--- src/rtl/mem_arb_pkg.sv ---
`default_nettype none
// ============================================================================
// Package     : mem_arb_pkg
// Description : Shared definitions for the memory port arbiter: FSM state
//               encoding, wait-counter sizing, default timeout and the
//               little-endian byte-lane extract/merge helpers.
// Revision    : 1.0 - initial release
// ============================================================================
package mem_arb_pkg;

  localparam int TIMEOUT_DEFAULT = 255;
  localparam int WAIT_W          = 8;

  typedef enum logic [2:0] {
    IDLE   = 3'd0,
    IF_RD  = 3'd1,
    D_RD   = 3'd2,
    D_WR   = 3'd3,
    RMW_RD = 3'd4,
    RMW_WR = 3'd5,
    ERR    = 3'd6
  } arb_state_e;

  // Lane 0 is bits [7:0]. Returns the addressed byte, zero- or sign-extended.
  function automatic logic [31:0] lane_extract(input logic [31:0] word,
                                               input logic [1:0]  lane,
                                               input logic        sign_ext);
    logic [7:0] b;
    b = word[{lane, 3'b000} +: 8];
    return sign_ext ? {{24{b[7]}}, b} : {24'h0, b};
  endfunction

  // Replaces the addressed byte lane of word with b.
  function automatic logic [31:0] lane_merge(input logic [31:0] word,
                                             input logic [1:0]  lane,
                                             input logic [7:0]  b);
    logic [31:0] w;
    w = word;
    w[{lane, 3'b000} +: 8] = b;
    return w;
  endfunction

endpackage
`default_nettype wire

--- src/rtl/byte_lane_unit.sv ---
`default_nettype none
// ============================================================================
// Module      : byte_lane_unit
// Description : Combinational byte-lane helper. Produces the load result
//               (sign-extended byte for LB, whole word otherwise) and the
//               read-modify-write merge word for SB.
// Ports       : i_word        - word read from memory
//               i_lane        - byte lane (address bits [1:0])
//               i_byte_access - 1 = byte access
//               i_byte        - byte to merge for SB
//               o_load_data   - load result
//               o_merged_word - i_word with i_byte placed at i_lane
// Revision    : 1.0 - initial release
// ============================================================================
module byte_lane_unit
  import mem_arb_pkg::*;
(
  input  logic [31:0] i_word,
  input  logic [1:0]  i_lane,
  input  logic        i_byte_access,
  input  logic [7:0]  i_byte,
  output logic [31:0] o_load_data,
  output logic [31:0] o_merged_word
);

  assign o_load_data   = i_byte_access ? lane_extract(i_word, i_lane, 1'b1) : i_word;
  assign o_merged_word = lane_merge(i_word, i_lane, i_byte);

endmodule
`default_nettype wire

--- src/rtl/mem_port_arbiter.sv ---
`default_nettype none
// ============================================================================
// Module      : mem_port_arbiter
// Description : Shares one variable-latency memory port between instruction
//               fetch and the load/store path. Data requests win over fetch.
//               Byte stores are done as read-modify-write. All outputs are
//               registered; done pulses coincide with the return to IDLE.
// Ports       : clk, rst                 - clock, sync active-high reset
//               if_req/if_addr           - fetch request (level)
//               if_rdata/if_done         - fetch result and completion pulse
//               d_read/d_write/d_byte    - load/store request (level)
//               d_addr/d_wdata           - data address and store data
//               d_rdata/d_done           - load result and completion pulse
//               mem_req/mem_we/mem_addr/mem_wdata/mem_rdata/mem_ack - memory
//               busy                     - FSM not in IDLE
//               bus_error                - sticky timeout / illegal request
// Revision    : 1.0 - initial release
// ============================================================================
module mem_port_arbiter
  import mem_arb_pkg::*;
#(
  parameter int ADDR_W  = 32,
  parameter int MEM_AW  = 30,
  parameter int TIMEOUT = TIMEOUT_DEFAULT
) (
  input  logic              clk,
  input  logic              rst,
  input  logic              if_req,
  input  logic [ADDR_W-1:0] if_addr,
  output logic [31:0]       if_rdata,
  output logic              if_done,
  input  logic              d_read,
  input  logic              d_write,
  input  logic              d_byte,
  input  logic [ADDR_W-1:0] d_addr,
  input  logic [31:0]       d_wdata,
  output logic [31:0]       d_rdata,
  output logic              d_done,
  output logic              mem_req,
  output logic              mem_we,
  output logic [MEM_AW-1:0] mem_addr,
  output logic [31:0]       mem_wdata,
  input  logic [31:0]       mem_rdata,
  input  logic              mem_ack,
  output logic              busy,
  output logic              bus_error
);

  localparam logic [WAIT_W-1:0] C_WAIT_LAST = WAIT_W'(TIMEOUT - 1);

  arb_state_e        state_q, state_d;
  logic [WAIT_W-1:0] wait_cnt_q, wait_cnt_d;
  logic              mem_req_q, mem_req_d;
  logic              mem_we_q, mem_we_d;
  logic [MEM_AW-1:0] mem_addr_q, mem_addr_d;
  logic [31:0]       mem_wdata_q, mem_wdata_d;
  logic [1:0]        lane_q, lane_d;
  logic              byte_q, byte_d;
  logic [7:0]        wbyte_q, wbyte_d;
  logic [31:0]       if_rdata_q, if_rdata_d;
  logic [31:0]       d_rdata_q, d_rdata_d;
  logic              if_done_q, if_done_d;
  logic              d_done_q, d_done_d;
  logic              busy_q, busy_d;
  logic              bus_error_q, bus_error_d;

  logic [31:0]       w_load_data;
  logic [31:0]       w_merged_word;
  logic              w_done_cycle;
  logic              w_unused;

  // Fetch addresses are word aligned by construction.
  assign w_unused = &{1'b0, if_addr[1:0]};

  // In the done cycle the requester still holds its level request; block
  // arbitration for that one cycle so the completed request is not re-granted.
  assign w_done_cycle = if_done_q | d_done_q;

  byte_lane_unit u_byte_lane (
    .i_word        (mem_rdata),
    .i_lane        (lane_q),
    .i_byte_access (byte_q),
    .i_byte        (wbyte_q),
    .o_load_data   (w_load_data),
    .o_merged_word (w_merged_word)
  );

  always_comb begin
    state_d     = state_q;
    wait_cnt_d  = wait_cnt_q;
    mem_req_d   = mem_req_q;
    mem_we_d    = mem_we_q;
    mem_addr_d  = mem_addr_q;
    mem_wdata_d = mem_wdata_q;
    lane_d      = lane_q;
    byte_d      = byte_q;
    wbyte_d     = wbyte_q;
    if_rdata_d  = if_rdata_q;
    d_rdata_d   = d_rdata_q;
    if_done_d   = 1'b0;
    d_done_d    = 1'b0;
    bus_error_d = bus_error_q;

    case (state_q)
      IDLE: begin
        if (!w_done_cycle) begin
          if (d_read && d_write) begin
            state_d     = ERR;
            bus_error_d = 1'b1;
          end else if (d_read || d_write) begin
            mem_req_d  = 1'b1;
            wait_cnt_d = '0;
            mem_addr_d = d_addr[ADDR_W-1:2];
            lane_d     = d_addr[1:0];
            byte_d     = d_byte;
            wbyte_d    = d_wdata[7:0];
            if (d_read) begin
              state_d  = D_RD;
              mem_we_d = 1'b0;
            end else if (d_byte) begin
              state_d  = RMW_RD;
              mem_we_d = 1'b0;
            end else begin
              state_d     = D_WR;
              mem_we_d    = 1'b1;
              mem_wdata_d = d_wdata;
            end
          end else if (if_req) begin
            state_d    = IF_RD;
            mem_req_d  = 1'b1;
            wait_cnt_d = '0;
            mem_we_d   = 1'b0;
            mem_addr_d = if_addr[ADDR_W-1:2];
          end
        end
      end

      IF_RD, D_RD, D_WR, RMW_RD, RMW_WR: begin
        if (mem_req_q) begin
          if (mem_ack) begin
            mem_req_d = 1'b0;
            state_d   = IDLE;
            case (state_q)
              IF_RD: begin
                if_rdata_d = mem_rdata;
                if_done_d  = 1'b1;
              end
              D_RD: begin
                d_rdata_d = w_load_data;
                d_done_d  = 1'b1;
              end
              RMW_RD: begin
                // Write phase starts after a single cycle with mem_req low.
                state_d     = RMW_WR;
                mem_we_d    = 1'b1;
                mem_wdata_d = w_merged_word;
              end
              default: d_done_d = 1'b1;
            endcase
          end else if (wait_cnt_q == C_WAIT_LAST) begin
            state_d     = ERR;
            mem_req_d   = 1'b0;
            bus_error_d = 1'b1;
          end else begin
            wait_cnt_d = wait_cnt_q + 1'b1;
          end
        end else if (state_q == RMW_WR) begin
          mem_req_d  = 1'b1;
          wait_cnt_d = '0;
        end
      end

      ERR: mem_req_d = 1'b0;

      default: state_d = ERR;
    endcase

    busy_d = (state_d != IDLE);
  end

  always_ff @(posedge clk) begin
    if (rst) begin
      state_q     <= IDLE;
      wait_cnt_q  <= '0;
      mem_req_q   <= 1'b0;
      mem_we_q    <= 1'b0;
      mem_addr_q  <= '0;
      mem_wdata_q <= '0;
      lane_q      <= '0;
      byte_q      <= 1'b0;
      wbyte_q     <= '0;
      if_rdata_q  <= '0;
      d_rdata_q   <= '0;
      if_done_q   <= 1'b0;
      d_done_q    <= 1'b0;
      busy_q      <= 1'b0;
      bus_error_q <= 1'b0;
    end else begin
      state_q     <= state_d;
      wait_cnt_q  <= wait_cnt_d;
      mem_req_q   <= mem_req_d;
      mem_we_q    <= mem_we_d;
      mem_addr_q  <= mem_addr_d;
      mem_wdata_q <= mem_wdata_d;
      lane_q      <= lane_d;
      byte_q      <= byte_d;
      wbyte_q     <= wbyte_d;
      if_rdata_q  <= if_rdata_d;
      d_rdata_q   <= d_rdata_d;
      if_done_q   <= if_done_d;
      d_done_q    <= d_done_d;
      busy_q      <= busy_d;
      bus_error_q <= bus_error_d;
    end
  end

  assign if_rdata  = if_rdata_q;
  assign if_done   = if_done_q;
  assign d_rdata   = d_rdata_q;
  assign d_done    = d_done_q;
  assign mem_req   = mem_req_q;
  assign mem_we    = mem_we_q;
  assign mem_addr  = mem_addr_q;
  assign mem_wdata = mem_wdata_q;
  assign busy      = busy_q;
  assign bus_error = bus_error_q;

endmodule
`default_nettype wire

--- config.mk ---
export PLATFORM = sky130hd
export DESIGN_NAME = mem_port_arbiter
export DESIGN_NICKNAME = d
export VERILOG_FILES = /design/src/rtl/mem_arb_pkg.sv /design/src/rtl/byte_lane_unit.sv /design/src/rtl/mem_port_arbiter.sv
export SDC_FILE = /design/constraint.sdc
export NUM_CORES = 1
export LEC_CHECK = 0
export CAP_MARGIN = 15
export CORE_MARGIN = 4
export CORE_UTILIZATION = 49
export CTS_BUF_LIST = sky130_fd_sc_hd__clkbuf_2
export CTS_CLUSTER_SIZE = 25
export DETAILED_ROUTE_END_ITERATION = 8
export PLACE_DENSITY = 0.87
export SYNTH_ARGS = -nofsm -noshare
export SYNTH_HDL_FRONTEND = slang
export SYNTH_SLANG_ARGS = --single-unit
--- constraint.sdc ---
create_clock -name clk -period 5.85 [get_ports clk]
set_clock_uncertainty 0.1 [all_clocks]
set_input_delay 0.585 -clock clk [delete_from_list [all_inputs] [get_ports clk]]
set_output_delay 0.585 -clock clk [all_outputs]
set_load 0.01 [all_outputs]
==> impl_metrics.toml <==
[grt]
grt_start_max_net_pins = 80
grt_first_pass_wirelength_microns = 37130
global_route.usage.total_pct = 28.61
globalRouteMet1Util_pct = 32.79
first_global_vias = 6950
met2_usage_pct = 48.36
grt_overflow_total = 0
grt-busiest-layer = "met2"
global_route.usage.met3_pct = 12.04
grt_antenna_before_repair = 0

[sta]
post-route-period-util_pct = 53.88
rsz0062_at_grt = "false"
tightest_slew_ns = 1.135
setup_viol = 0
hold_violation_total_from_the_final_report = 0
max_slew_margin_pct = 23.30
final_period_minus_worst_setup_slack_ns = 3.152
clock.fmax_mhz = 317.2
worst_slack_ns = 2.698
setup-tns-final_ns = 0
final-max-slew-violation-count = 0

[yosys]
synthesis.area_per_instance_sq_um = 7.964
synth-warning-count = 0
postSynthCellCount = 890
synth_area_leader_cell = "dfxtp_1"
synth-seq-area-share_pct = 43.50
largest_cells_by_area_after_synthesis = "dfxtp_1 43%, nand2_1 8.8%, a21oi_1 6.1%, o211ai_1 5.9%, nor2_1 4.4%"
synth_ff_type = "dfxtp_1"
mappedNetlistNets = 1032
synthDistinctLibCells = 54
synthDominantCellAreaShare_pct = 43.50
ys_async_sr_fraction_pct = 0
synth_seq_cells = 154
mappedNetlistArea_sq_mm = 0.007088
count_of_flip_flops_with_a_built_in_enable_after_synthesis = 0

[pwr]
switching_share_pct = 34.00
share_comb_of_total_power_pct = 29.9
p_int_mw = 1.782
portion_of_total_power_attributed_to_sequential_cells_pct = 45.7
power.share.clock_pct = 24.4
power_density_mw_per_mm2 = 271.5
p_switching_uw = 918.3
cell_leakage_power_nw = 3.485
vdd_ir_drop_max_mv = 0.2281

[clock_network]
cts.repair_timing.setup_buffer_count = 0
cts_max_path_buffers = 2
clockRootBuffer = "clkbuf_2"
worst_skew_pair.late_latency_ns = 0.78
tritoncts_num_sinks = 154
cts_max_level = 4
tritoncts = "built"
cts-resized-gates = 0
clk_transition_reported_paths_ns = 0.24
cts_buffers = 17
post_cts_hold_buffer_count = 0

[detailed_routing]
postRouteWirelength_microns = 24330
drtAntennaViolNets = 0
post_drt_via_cell_ratio = 5.777
drt_drc_violations_left = 0
vias = 7481
drt-wirelength-per-cell_microns = 18.79
detailedRoute.firstIterationViolations = 673
pre_repair_dr_iteration_count = 5

[setup_path]
worst_path_most_repeated_cell = "o211ai_1"
timing.critical_path.from_type = "flop"
path_class = "reg2reg"
critPathRequiredTime_ns = 6.46
critPathBufInv = 1
critPathMaxStageDelay_ns = 0.96
critPathSlowestCell = "nor4bb_1"
worst_setup_path_end_kind = "flop"
critical_path.max_fanout = 13
worstPathArrival_ns = 3.76
path_cells = "inv_1 > ha_1 > nor4bb_1 > nand2_1 > o211ai_1 > o211ai_1 > a21oi_1"
critPathTopFamily = "simple AND/OR/NAND/NOR gates"

[place]
port-buffer-count = 264
place.gp.congestion = 0.9178
detailedPlacementHpwl_microns = 17590
pre_cts_slack_ns = 2.742

[die]
rows = 43
io_pins = 267
dieHeight_microns = 128.3
initial_core_utilization_pct = 50.48
placeableCoreArea_sq_mm = 0.01404
die_area_sq_mm = 0.01645
die-width_microns = 128.3

[layout]
antenna_diode_count = 0
final_cell_mix = "263 x clkdlybuf4s50_1, 167 x nand2_1, 154 x dfxtp_1"
drive_above_1_share_pct = 4.574
syn_to_final_growth_pct = 40.35
fin_nets = 1244
final_common_cell = "clkdlybuf4s50_1"

[job]
maxCapViolations = 0

[outcome]
run_status = "finished, final reports clean"

[hold_path]
worstHoldPathType = "in2reg"
-- worst min-delay path, stage by stage --
cell	delay (ns)
clkdlybuf4s50_1	0.39
nand2_1	0.05
a311oi_1	0.07
-- area by class of cell --
cell class | count | area, sq um
repair buffers | 273 | 2710
inverters | 31 | 116.4
clock buffers | 19 | 95.09
well taps | 180 | 225.2
flip-flops and latches | 154 | 3083
multi-input cells | 625 | 3551
clock inverters | 13 | 167.7
fillers | 1141 | 4094
-- metal layers --
metal | vias to the layer above | wire, microns | share of wire [%]
met3 | 57 | 2734 | 11
met5 | - | 0 | 0
met1 | 3480 | 9259 | 38
li1 | 3594 | - | -
met4 | 0 | 621 | 2.6
met2 | 350 | 11720 | 48
-- stage by stage --
stage                     util (%)  total power [mW]  instances  instance area, sq um  hold slack [ns]
after floorplan                  -             1.688        890                  7088           0.3759
after global placement       68.85             2.034       1261                  9668           0.3401
after CTS                    70.72             2.695       1293                  9931           0.2121
after detailed placement     68.85             2.050       1261                  9668           0.3445
after global routing         70.85             2.828       1295                  9948           0.1904
final                        70.85             2.701       1295                  9948           0.2427
-- cell usage after synthesis, types with 4 or more instances --
| library cell | count |
|---|---|
| o211ai_1 | 56 |
| nand2_1 | 167 |
| a21o_1 | 7 |
| mux2i_1 | 18 |
| nand3_1 | 6 |
| o22ai_1 | 25 |
| dfxtp_1 | 154 |
| a311oi_1 | 30 |
| buf_6 | 6 |
| nor3_1 | 5 |
| a221o_1 | 8 |
| and2_1 | 4 |
| buf_2 | 10 |
| o21ai_0 | 60 |
| nor2b_1 | 4 |
| ha_1 | 7 |
| nor2_1 | 84 |
| clkbuf_1 | 64 |
| a21oi_1 | 87 |
| o221ai_1 | 7 |
| inv_1 | 29 |
-- power by group through the flow --
stage | sequential [mW] | clock, mW | combinational (mW)
floorplan | 1.26 | 0 | 0.428
CTS | 1.23 | 0.662 | 0.801
global route | 1.25 | 0.709 | 0.873
finish | 1.23 | 0.659 | 0.808
global placement | 1.25 | 0 | 0.785
detailed placement | 1.25 | 0 | 0.797
-- flip-flops by register name (all words and copies together), names as in the netlist, 2 cells and up --
| name | count |
|---|---|
| wbyte_q | 8 |
| state_q | 3 |
| wait_cnt_q | 8 |
| d_rdata | 32 |
| mem_wdata | 32 |
| mem_addr | 30 |
| if_rdata | 32 |
| lane_q | 2 |
-- final timing paths --
| kind | cells past startpoint | slack [ns] | endpoint | start |
|---|---|---|---|---|
| worst max-delay path | 7 | 2.70 | mem_wdata[31] | lane_q[1] |
| worst min-delay path | 3 | 0.24 | mem_addr[22] | if_addr[24] |
| worst max register to register | 7 | 2.70 | mem_wdata[31] | lane_q[1] |
| worst min register to register | 2 | 0.37 | mem_wdata[17] | mem_wdata[17] |
-- logic make-up after synthesis --
group           synth area share, %
simple gates                  17.78
fa+ha+maj                     1.236
mux                           2.860
compound gates                27.82
xor+xnor                     0.1236
buf+inv                       6.690
flops                         43.50
(Power assumes the default switching activity.)
